### src/rtl/rr_index_arbiter_8_if.sv
// Request/grant bundle between the eight requesters and the round-robin index arbiter.
// The slave side is the arbiter; the master side drives requests and done.
interface rr_index_arbiter_8_if;
   logic [7:0] req;
   logic       done;
   logic       grant_valid;
   logic [2:0] grant_idx;
   logic [7:0] grant_onehot;
   logic       timeout;

   modport master (
      output req,
      output done,
      input  grant_valid,
      input  grant_idx,
      input  grant_onehot,
      input  timeout
   );

   modport slave (
      input  req,
      input  done,
      output grant_valid,
      output grant_idx,
      output grant_onehot,
      output timeout
   );
endinterface

### src/rtl/rr_index_arbiter_8.sv
// Round-robin arbiter over 8 requesters with a registered grant index (decoder input),
// a registered one-hot copy, and a hold limit that forcibly revokes long-held grants.
module rr_index_arbiter_8 #(
   parameter int unsigned MAX_HOLD = 16,
   parameter int unsigned CNT_W    = 5
) (
   input  logic                 clk,
   input  logic                 rst,
   rr_index_arbiter_8_if.slave  bus
);

   typedef enum logic {
      IDLE  = 1'b0,
      GRANT = 1'b1
   } state_t;

   localparam logic [CNT_W-1:0] HOLD_LIM = CNT_W'(MAX_HOLD);
   localparam logic [CNT_W-1:0] CNT_SAT  = '1;
   localparam logic [CNT_W-1:0] CNT_ONE  = CNT_W'(1);

   state_t           state_q, state_d;
   logic [2:0]       ptr_q, ptr_d;
   logic [2:0]       idx_q, idx_d;
   logic [7:0]       onehot_q, onehot_d;
   logic [CNT_W-1:0] cnt_q, cnt_d;
   logic             timeout_q, timeout_d;

   logic [2:0] scan_base;
   logic [7:0] req_rot;
   logic [2:0] win_off;
   logic [2:0] winner;
   logic [7:0] win_onehot;
   logic       any_req;
   logic       rel_done, rel_drop, rel_hold, rel_any;

   // On release ptr becomes the old owner, so scanning from idx_q is the same scan one cycle early.
   assign scan_base = (state_q == GRANT) ? idx_q : ptr_q;
   assign any_req   = |bus.req;

   genvar gi;
   generate
      for (gi = 0; gi < 8; gi++) begin : g_rot
         assign req_rot[gi] = bus.req[scan_base + 3'(gi + 1)];
      end
   endgenerate

   always_comb begin
      win_off = 3'd0;
      for (int i = 7; i >= 0; i--) begin
         if (req_rot[i]) begin
            win_off = 3'(i);
         end
      end
   end

   assign winner = scan_base + 3'd1 + win_off;

   generate
      for (gi = 0; gi < 8; gi++) begin : g_onehot
         assign win_onehot[gi] = (winner == 3'(gi));
      end
   endgenerate

   assign rel_done = bus.done;
   assign rel_drop = ~bus.req[idx_q];
   assign rel_hold = (MAX_HOLD != 0) && (cnt_q == HOLD_LIM);
   assign rel_any  = rel_done | rel_drop | rel_hold;

   always_comb begin
      state_d   = state_q;
      ptr_d     = ptr_q;
      idx_d     = idx_q;
      onehot_d  = onehot_q;
      cnt_d     = cnt_q;
      timeout_d = 1'b0;
      unique case (state_q)
         IDLE: begin
            if (any_req) begin
               state_d  = GRANT;
               idx_d    = winner;
               onehot_d = win_onehot;
               cnt_d    = CNT_ONE;
            end
         end
         GRANT: begin
            if (rel_any) begin
               ptr_d     = idx_q;
               timeout_d = rel_hold & ~rel_done & ~rel_drop;
               if (any_req) begin
                  idx_d    = winner;
                  onehot_d = win_onehot;
                  cnt_d    = CNT_ONE;
               end else begin
                  state_d  = IDLE;
                  onehot_d = 8'h00;
                  cnt_d    = '0;
               end
            end else if (cnt_q != CNT_SAT) begin
               cnt_d = cnt_q + 1'b1;
            end
         end
         default: begin
            state_d  = IDLE;
            onehot_d = 8'h00;
            cnt_d    = '0;
         end
      endcase
   end

   always_ff @(posedge clk or posedge rst) begin
      if (rst) begin
         state_q   <= IDLE;
         ptr_q     <= 3'd7;
         idx_q     <= 3'd0;
         onehot_q  <= 8'h00;
         cnt_q     <= '0;
         timeout_q <= 1'b0;
      end else begin
         state_q   <= state_d;
         ptr_q     <= ptr_d;
         idx_q     <= idx_d;
         onehot_q  <= onehot_d;
         cnt_q     <= cnt_d;
         timeout_q <= timeout_d;
      end
   end

   assign bus.grant_valid  = (state_q == GRANT);
   assign bus.grant_idx    = idx_q;
   assign bus.grant_onehot = onehot_q;
   assign bus.timeout      = timeout_q;

   a_onehot_consistent : assert property (@(posedge clk) disable iff (rst)
      onehot_q == ((state_q == GRANT) ? (8'd1 << idx_q) : 8'd0));

endmodule
### src/flat_wrapper.sv
// flat-port wrapper written by rule: the top's interface ports become plain ports
module rr_index_arbiter_8_flat 
#(
   parameter int unsigned MAX_HOLD = 16,
   parameter int unsigned CNT_W    = 5
)
  (clk, rst, bus_req, bus_done, bus_grant_valid, bus_grant_idx, bus_grant_onehot, bus_timeout);
  rr_index_arbiter_8_if bus_i ();
  input  logic clk;
  input  logic rst;
  input wire logic [$bits(bus_i.req)-1:0] bus_req;
  input wire logic [$bits(bus_i.done)-1:0] bus_done;
  output wire logic [$bits(bus_i.grant_valid)-1:0] bus_grant_valid;
  output wire logic [$bits(bus_i.grant_idx)-1:0] bus_grant_idx;
  output wire logic [$bits(bus_i.grant_onehot)-1:0] bus_grant_onehot;
  output wire logic [$bits(bus_i.timeout)-1:0] bus_timeout;
  assign bus_i.req = bus_req;
  assign bus_i.done = bus_done;
  assign bus_grant_valid = bus_i.grant_valid;
  assign bus_grant_idx = bus_i.grant_idx;
  assign bus_grant_onehot = bus_i.grant_onehot;
  assign bus_timeout = bus_i.timeout;
  rr_index_arbiter_8 #(.MAX_HOLD(MAX_HOLD), .CNT_W(CNT_W)) u_core (.clk(clk), .rst(rst), .bus(bus_i));
endmodule
### config.mk
export PLATFORM = sky130hd
export DESIGN_NAME = rr_index_arbiter_8_flat
export DESIGN_NICKNAME = d
export VERILOG_FILES = /design/src/rtl/rr_index_arbiter_8_if.sv /design/src/rtl/rr_index_arbiter_8.sv /design/src/flat_wrapper.sv
export SDC_FILE = /design/constraint.sdc
export NUM_CORES = 1
export LEC_CHECK = 0
export ABC_AREA = 1
export BUFFER_PORTS_ARGS = -buffer_cell sky130_fd_sc_hd__buf_2
export CAP_MARGIN = 15
export CORE_AREA = 2 2 65 67
export DETAILED_ROUTE_END_ITERATION = 8
export DIE_AREA = 0 0 67 69
export PLACE_DENSITY = 0.79
export SYNTH_ARGS = -nofsm -noshare
export SYNTH_HDL_FRONTEND = slang
export SYNTH_SLANG_ARGS = --single-unit
export TNS_END_PERCENT = 10
### constraint.sdc
create_clock -name clk -period 3.6 [get_ports clk]
set_input_delay 0.72 -clock clk [delete_from_list [all_inputs] [get_ports clk]]
set_output_delay 0.72 -clock clk [all_outputs]
set_load 0.02 [all_outputs]
# Yosys cells after proc, flatten, opt, wreduce, memory -nomap -nowiden
# Index checks and enable logic that the tools add are counted.
[classes]
bitwise_logic = 7
muxes = 44
order_cmp = 9
reduce_logical = 5
eq_ne = 12
n_addsub = 9
[op_table]
columns = ["operator", "n"]
rows = [
  ["3-bit by 4-bit < comparator with 1-bit output (second input constant)", 9],
  ["3-bit 2-to-1 mux", 11],
  ["1-bit binary-select mux with 3-bit select", 9],
  ["8-bit 2-to-1 mux", 3],
  ["8-bit one-hot mux with 2 select lines", 1],
  ["5-bit 2-to-1 mux", 3],
  ["1-bit 2-to-1 mux", 14],
  ["3-bit adder (second input constant)", 4],
  ["3-bit == test (second input constant)", 4],
  ["5-bit one-hot mux with 2 select lines", 1],
  ["8-bit OR reduction", 1],
  ["3-bit by 2-bit adder with 3-bit output (second input constant)", 2],
  ["3-bit by 2-bit == test with 1-bit output (second input constant)", 2],
  ["3-bit one-hot mux with 2 select lines", 1],
  ["2-bit AND reduction", 3],
  ["5-bit by 1-bit adder with 5-bit output (second input constant)", 1],
  ["5-bit == test (second input constant)", 1],
  ["5-bit != test (second input constant)", 1],
  ["3-bit by 1-bit adder with 3-bit output (second input constant)", 1],
  ["3-bit adder", 1],
  ["3-bit by 1-bit == test with 1-bit output (second input constant)", 1],
  ["3-bit zero test", 1],
  ["3-bit != test (second input constant)", 1],
  ["1-bit NOT", 3],
  ["5 further kinds", 7],
]
[totals]
ff_bits = 21

# Depth between registers and ports, before layout
[depth]
word_depth = 16
ltp_mapped = 28
depth_no_buf = 26

# Least setup slack after synthesis
# Ideal clock, no wire load.
[synth_timing]
kind = "register -> register"
from = "register u_core.state_q (netlist: u_core.bus.grant_valid)"
to = "register u_core.onehot_q[1] (netlist: u_core.bus.grant_onehot[1])"
setup_time_ps = 117
arrival_time_ps = 3351
synth_period_minus_slack_ps = 3468
path_stages_with_launch = 26
slack_ps = 132
t_required_ps = 3483
path_cell_list = "dfrtp_1 -> buf_6 -> inv_12 -> nand2_8 -> nand2_4 -> buf_12 -> inv_1 -> ha_1 -> inv_1 -> nand3_1 -> nand3_2 -> nand2_2 -> inv_1 -> nand2_1 -> nand2_1 -> nand2_1 -> a21boi_1 -> ha_1 -> inv_1 -> fa_1 -> xor2_1 -> inv_1 -> nand3_4 -> nand2_4 -> nand2_1 -> nand2_1"
[synth_via]
elab_chain_len = 16
elab_cells_between_ends = 42
cone_classes = "add/sub (8); eq/ne (3); mux (29); bitwise (1); reduce/logical (1)"
[synth_lines]
columns = ["element", "line", "source"]
rows = [
  ["start, declared", "rr_index_arbiter_8.sv:21", "state_t state_q, state_d;"],
  ["start signal, assigned", "rr_index_arbiter_8.sv:119", "state_q <= state_d;"],
  ["3-bit 2-to-1 mux", "rr_index_arbiter_8.sv:37", "assign scan_base = (state_q == GRANT) ? idx_q : ptr_q;"],
  ["3-bit adder / 1-bit binary-select mux with 3-bit select (equally long branches)", "rr_index_arbiter_8.sv:43", "assign req_rot[gi] = bus.req[scan_base + 3'(gi + 1)];"],
  ["1-bit binary-select mux with 3-bit select / 1-bit 2-to-1 mux (equally long branches)", "rr_index_arbiter_8.sv:43", ""],
  ["1-bit 2-to-1 mux (not written as such) / 3-bit 2-to-1 mux (equally long branches)", "rr_index_arbiter_8.sv:43, rr_index_arbiter_8.sv:50", ""],
  ["3-bit 2-to-1 mux (7 in series)", "rr_index_arbiter_8.sv:50", "if (req_rot[i]) begin"],
  ["3-bit adder", "rr_index_arbiter_8.sv:56", "assign winner = scan_base + 3'd1 + win_off;"],
  ["3-bit by 1-bit == test with 1-bit output", "rr_index_arbiter_8.sv:60", "assign win_onehot[gi] = (winner == 3'(gi));"],
  ["8-bit 2-to-1 mux", "rr_index_arbiter_8.sv:89", "if (any_req) begin"],
  ["8-bit 2-to-1 mux", "rr_index_arbiter_8.sv:86", "if (rel_any) begin"],
  ["8-bit one-hot mux with 2 select lines", "rr_index_arbiter_8.sv:76", "unique case (state_q)"],
  ["end signal, assigned", "rr_index_arbiter_8.sv:122", "onehot_q <= onehot_d;"],
  ["end, declared", "rr_index_arbiter_8.sv:24", "logic [7:0] onehot_q, onehot_d;"],
]
# Parallel ways exist; a longest one is shown, timed or not. The select of a mux whose other input is x is not followed.
# A chain may end at the register's enable or synchronous reset.

# Worst setup path after layout
[layout_timing]
from = "register u_core.state_q (netlist: u_core.bus.grant_valid)"
to = "register u_core.onehot_q[2] (netlist: u_core.bus.grant_onehot[2])"
[layout_via]
elab_chain_len = 16
elab_cells_between_ends = 42
cone_classes = "add/sub (8); eq/ne (3); mux (29); bitwise (1); reduce/logical (1)"
[layout_lines]
columns = ["element", "line"]
rows = [
  ["3-bit 2-to-1 mux", "rr_index_arbiter_8.sv:37"],
  ["3-bit adder / 1-bit binary-select mux with 3-bit select (equally long branches)", "rr_index_arbiter_8.sv:43"],
  ["1-bit binary-select mux with 3-bit select / 1-bit 2-to-1 mux (equally long branches)", "rr_index_arbiter_8.sv:43"],
  ["1-bit 2-to-1 mux (not written as such) / 3-bit 2-to-1 mux (equally long branches)", "rr_index_arbiter_8.sv:43, rr_index_arbiter_8.sv:50"],
  ["3-bit 2-to-1 mux (7 in series)", "rr_index_arbiter_8.sv:50"],
  ["3-bit adder", "rr_index_arbiter_8.sv:56"],
  ["3-bit by 2-bit == test with 1-bit output", "rr_index_arbiter_8.sv:60"],
  ["8-bit 2-to-1 mux", "rr_index_arbiter_8.sv:89"],
  ["8-bit 2-to-1 mux", "rr_index_arbiter_8.sv:86"],
  ["8-bit one-hot mux with 2 select lines", "rr_index_arbiter_8.sv:76"],
]
# Parallel ways exist; a longest one is shown, timed or not. The select of a mux whose other input is x is not followed.

==> metrics.md <==
| Metric | Value |
|---|---|
| Outcome | complete, no violations |
| Total of flip-flops plus latches after synthesis | 21 |
| Worst Hold Class | register to register |
| Max Cap Violations | 0 |
| Drc violations | 0 |
| Via count of the first global-routing pass | 1794 |
| Clock period minus final worst setup slack | 3310 ps |
| Highest-count cells in the layout ignoring fill and taps | 73 x sky130_fd_sc_hd__nand2_1, 64 x sky130_fd_sc_hd__nand3_1, 32 x sky130_fd_sc_hd__inv_1 |
| Final Cycle Share | 91.8% |
| TritonCTS clock tree | built |
| Global-route wire length before repair | 7860 um |
| Count of nets left with antenna violations after detail routing | 0 |
| Sequential area share after synthesis | 26.5% |
| Fill cells | 394 |
| Data required time of the critical path | 3750 ps |
| Synth unique cells | 33 |
| Register cell area after layout | 531 um2 |
| Net total in the final layout | 330 |
| Via-per-instance ratio | 5.32 |
| Worst Setup Start Kind | register |
| Number of enable-type register cells in the synthesized netlist | 0 |
| Fraction of layout cells with a size suffix above 1 | 25.4% |
| Mean post-synth cell area | 7.05 um2 |
| Area of combinational cells with multiple inputs | 1250 um2 |
| Async SR Flop Fraction | 100% |
| CTS H-Tree Depth | 1 |
| Clock root buffer | sky130_fd_sc_hd__clkbuf_8 |
| Area added between synthesis and finish | 11.5% |
| Routed vias | 1921 |
| Final total negative setup slack | 0 ps |
| Clock-pin transition on the worst setup and hold timing paths | 70 ps |
| DP Wirelength | 3700 um |
| Capture point of the worst reg-to-reg path | u_core.bus.grant_onehot[2] |
| Initial antenna violation count | 0 |
| Number of antenna cells inserted | 0 |
| Width of the chip | 67 um |
| Terminating pin of the worst hold path | u_core.bus.grant_onehot[5] |
| Largest driver fanout on the critical path | 14 |
| 1st-iter DRT viols | 142 |
| FF-to-FF Start | u_core.bus.grant_valid |
| Vertical die dimension | 69 um |
| Setup violation total in the final timing report | 0 |
| Count of clock tree sinks | 21 |
| Largest net degree at the start of global routing | 22 |
| GRT Util Overall | 20.9% |
| Port Buffer Count | 23 |
| Final Wtd Congestion | 0.909 |
| First-pass detailed-route iteration total | 4 |
| Peak clock frequency supported by timing | 303 MHz |
| Number of warnings reported in the yosys synthesis log | 0 |
| Hold buffer count at cts | 0 |
| Start-to-end type of the worst setup path | register to register |
| Core Footprint | 3910 um2 |
| Number of buffers inserted during clock tree synthesis | 3 |
| Cell depth of the worst min-delay path | 2 |
| Setup repair after global routing missed its margin | false |
| Total Wirelength | 4550 um |
| Worst slew slack as a fraction of its limit | 48.0% |
| Clock insertion delay at the later pin of the skew report | 260 ps |
| Fin. max-slew vios | 0 |
| Post-synthesis instance total | 283 |
| Worst reg2reg path depth | 24 |
| Total congestion overflow after global routing | 0 |
| Setup slack of the most critical reg-to-reg path | 290 ps |
| Number of standard-cell rows in the floorplan | 23 |
| Maximum buffer depth of the clock tree | 2 |
| Arrival time of the worst setup path | 3450 ps |
| Clock skew after layout | 1.60 ps |
| Net count after synthesis | 301 |
| Most frequent standard cell in the layout excluding fill and tap cells | sky130_fd_sc_hd__nand2_1 |
| Total Die Area | 4620 um2 |
| Initial Utilization | 51.0% |
| Worst slew pin tran | 780 ps |
| Predominant post-synthesis flop cell | sky130_fd_sc_hd__dfrtp_1 |
| Num ports | 24 |
| Mean routed wirelength per cell | 12.6 um |
| Netlist Area Pre-Place | 1990 um2 |
| Final hold vios | 0 |
| Worst min-delay path startpoint | u_core.bus.grant_onehot[5] |
| Worst setup EP type | register |
[flip-flops by register name (all words and copies together) (netlist names)]
name / count
u_core.bus.grant_idx: 3
u_core.bus.grant_onehot: 8
u_core.bus.grant_valid: 1
u_core.bus.timeout: 1
u_core.cnt_q: 5
u_core.ptr_q: 3
[through the flow]
stage | cell area [um2] | setup slack (ps) | hold WS [ps] | util (%) | std cells
6_report | 2220 | 295 | 510 | 56.8 | 361
5_1_grt | 2220 | 8.33 | 531 | 56.8 | 361
4_1_cts | 2200 | 56.8 | 510 | 56.2 | 359
3_5_place_dp | 2150 | 88.3 | 491 | 55.0 | 355
3_3_place_gp | 2150 | 203 | 491 | 55.0 | 355
2_1_floorplan | 1990 | 132 | 476 | - | 283
[worst max-delay path by stage]
| stage | start | end | slack [ps] | depth (start not counted) |
|---|---|---|---|---|
| final | u_core.bus.grant_valid | u_core.bus.grant_onehot[2] | 290 | 24 |
| after global routing | u_core.bus.grant_valid | u_core.bus.grant_onehot[3] | 8 | 24 |
| after CTS | u_core.bus.grant_valid | u_core.bus.grant_onehot[3] | 60 | 25 |
| after detailed placement | u_core.bus.grant_valid | u_core.bus.grant_onehot[2] | 90 | 25 |
| after global placement | u_core.bus.grant_valid | u_core.bus.grant_onehot[3] | 200 | 25 |
| after floorplan | u_core.bus.grant_valid | u_core.bus.grant_onehot[1] | 130 | 25 |
[synth_stat cells, types with 2 or more instances]
library cell               number  area (um2)
sky130_fd_sc_hd__nor2_2         2        12.5
sky130_fd_sc_hd__nand3_2        7        70.1
sky130_fd_sc_hd__nand2_2       11        68.8
sky130_fd_sc_hd__nor2_1         6        22.5
sky130_fd_sc_hd__inv_1         33         124
sky130_fd_sc_hd__ha_1           6        75.1
sky130_fd_sc_hd__a21oi_1        5        25.0
sky130_fd_sc_hd__nand3_1       64         320
sky130_fd_sc_hd__buf_6          3        33.8
sky130_fd_sc_hd__dfstp_2        3        78.8
sky130_fd_sc_hd__nor3_1         4        20.0
sky130_fd_sc_hd__o21ai_0       12        60.1
sky130_fd_sc_hd__buf_2          2        10.0
sky130_fd_sc_hd__xor2_1         2        17.5
sky130_fd_sc_hd__nand2_4        9         101
sky130_fd_sc_hd__nand2_1       73         274
sky130_fd_sc_hd__nand4_1        5        31.3
sky130_fd_sc_hd__o211ai_1       3        22.5
sky130_fd_sc_hd__dfrtp_1       18         450
sky130_fd_sc_hd__inv_2          2        7.51
[timing repair]
action                                  in CTS  in global routing
hold endpoints to repair                     0                  0
endpoints found under the setup margin       0                  9
setup buffers                                0                  2
gates resized for setup                      0                  4
[kinds of logic after synthesis]
family / Yosys count / synth area share (%)
buf+inv: 44 / 11.0
xor+xnor: 2 / 0.878
fa+ha+maj: 7 / 4.77
flops: 21 / 26.5
simple gates: 185 / 49.4
compound gates: 24 / 7.40
[layout make-up]
type	instances	area share, %
clock inverters	1	0.225
multi-input cells	218	56.2
repair buffers	32	8.38
clock buffers	3	1.86
flip-flops and latches	21	23.9
well taps	50	2.81
inverters	36	6.64
[per-layer routing]
metal  vias to the layer above  wire length (um)  GRT usage, %  share of wire (%)
li1                        984                 -             -                  -
met1                       868              2060          28.5                 45
met2                        59              2200          34.9                 48
met3                        10               206          1.79                4.5
met4                         0                80          6.12                1.8
met5                         -                 0             0                  0
[worst max-delay path, stage by stage, from the launching register on]
cell                       delay [ps]
sky130_fd_sc_hd__dfrtp_2          510
sky130_fd_sc_hd__inv_12           120
sky130_fd_sc_hd__nand2_8           90
sky130_fd_sc_hd__nand2_4           70
sky130_fd_sc_hd__inv_1             60
sky130_fd_sc_hd__ha_1             320
sky130_fd_sc_hd__buf_4            170
sky130_fd_sc_hd__nand3_1          120
sky130_fd_sc_hd__nand3_1           80
sky130_fd_sc_hd__nand2_1           70
sky130_fd_sc_hd__nand2_1           50
sky130_fd_sc_hd__nand2_1           50
sky130_fd_sc_hd__nand2_1           50
sky130_fd_sc_hd__nand2_1           50
sky130_fd_sc_hd__nand2_1           40
sky130_fd_sc_hd__a21boi_1         140
sky130_fd_sc_hd__ha_1             170
sky130_fd_sc_hd__inv_1             50
sky130_fd_sc_hd__fa_1             370
sky130_fd_sc_hd__xor2_1           180
sky130_fd_sc_hd__inv_1            100
sky130_fd_sc_hd__nand3_4          130
sky130_fd_sc_hd__nand2_4           70
sky130_fd_sc_hd__nand2_1           80
sky130_fd_sc_hd__nand2_1           60
Power is left out: the tool's default activity adds up to more than one toggle a clock period on the data nets, which glitch-free logic cannot reach.
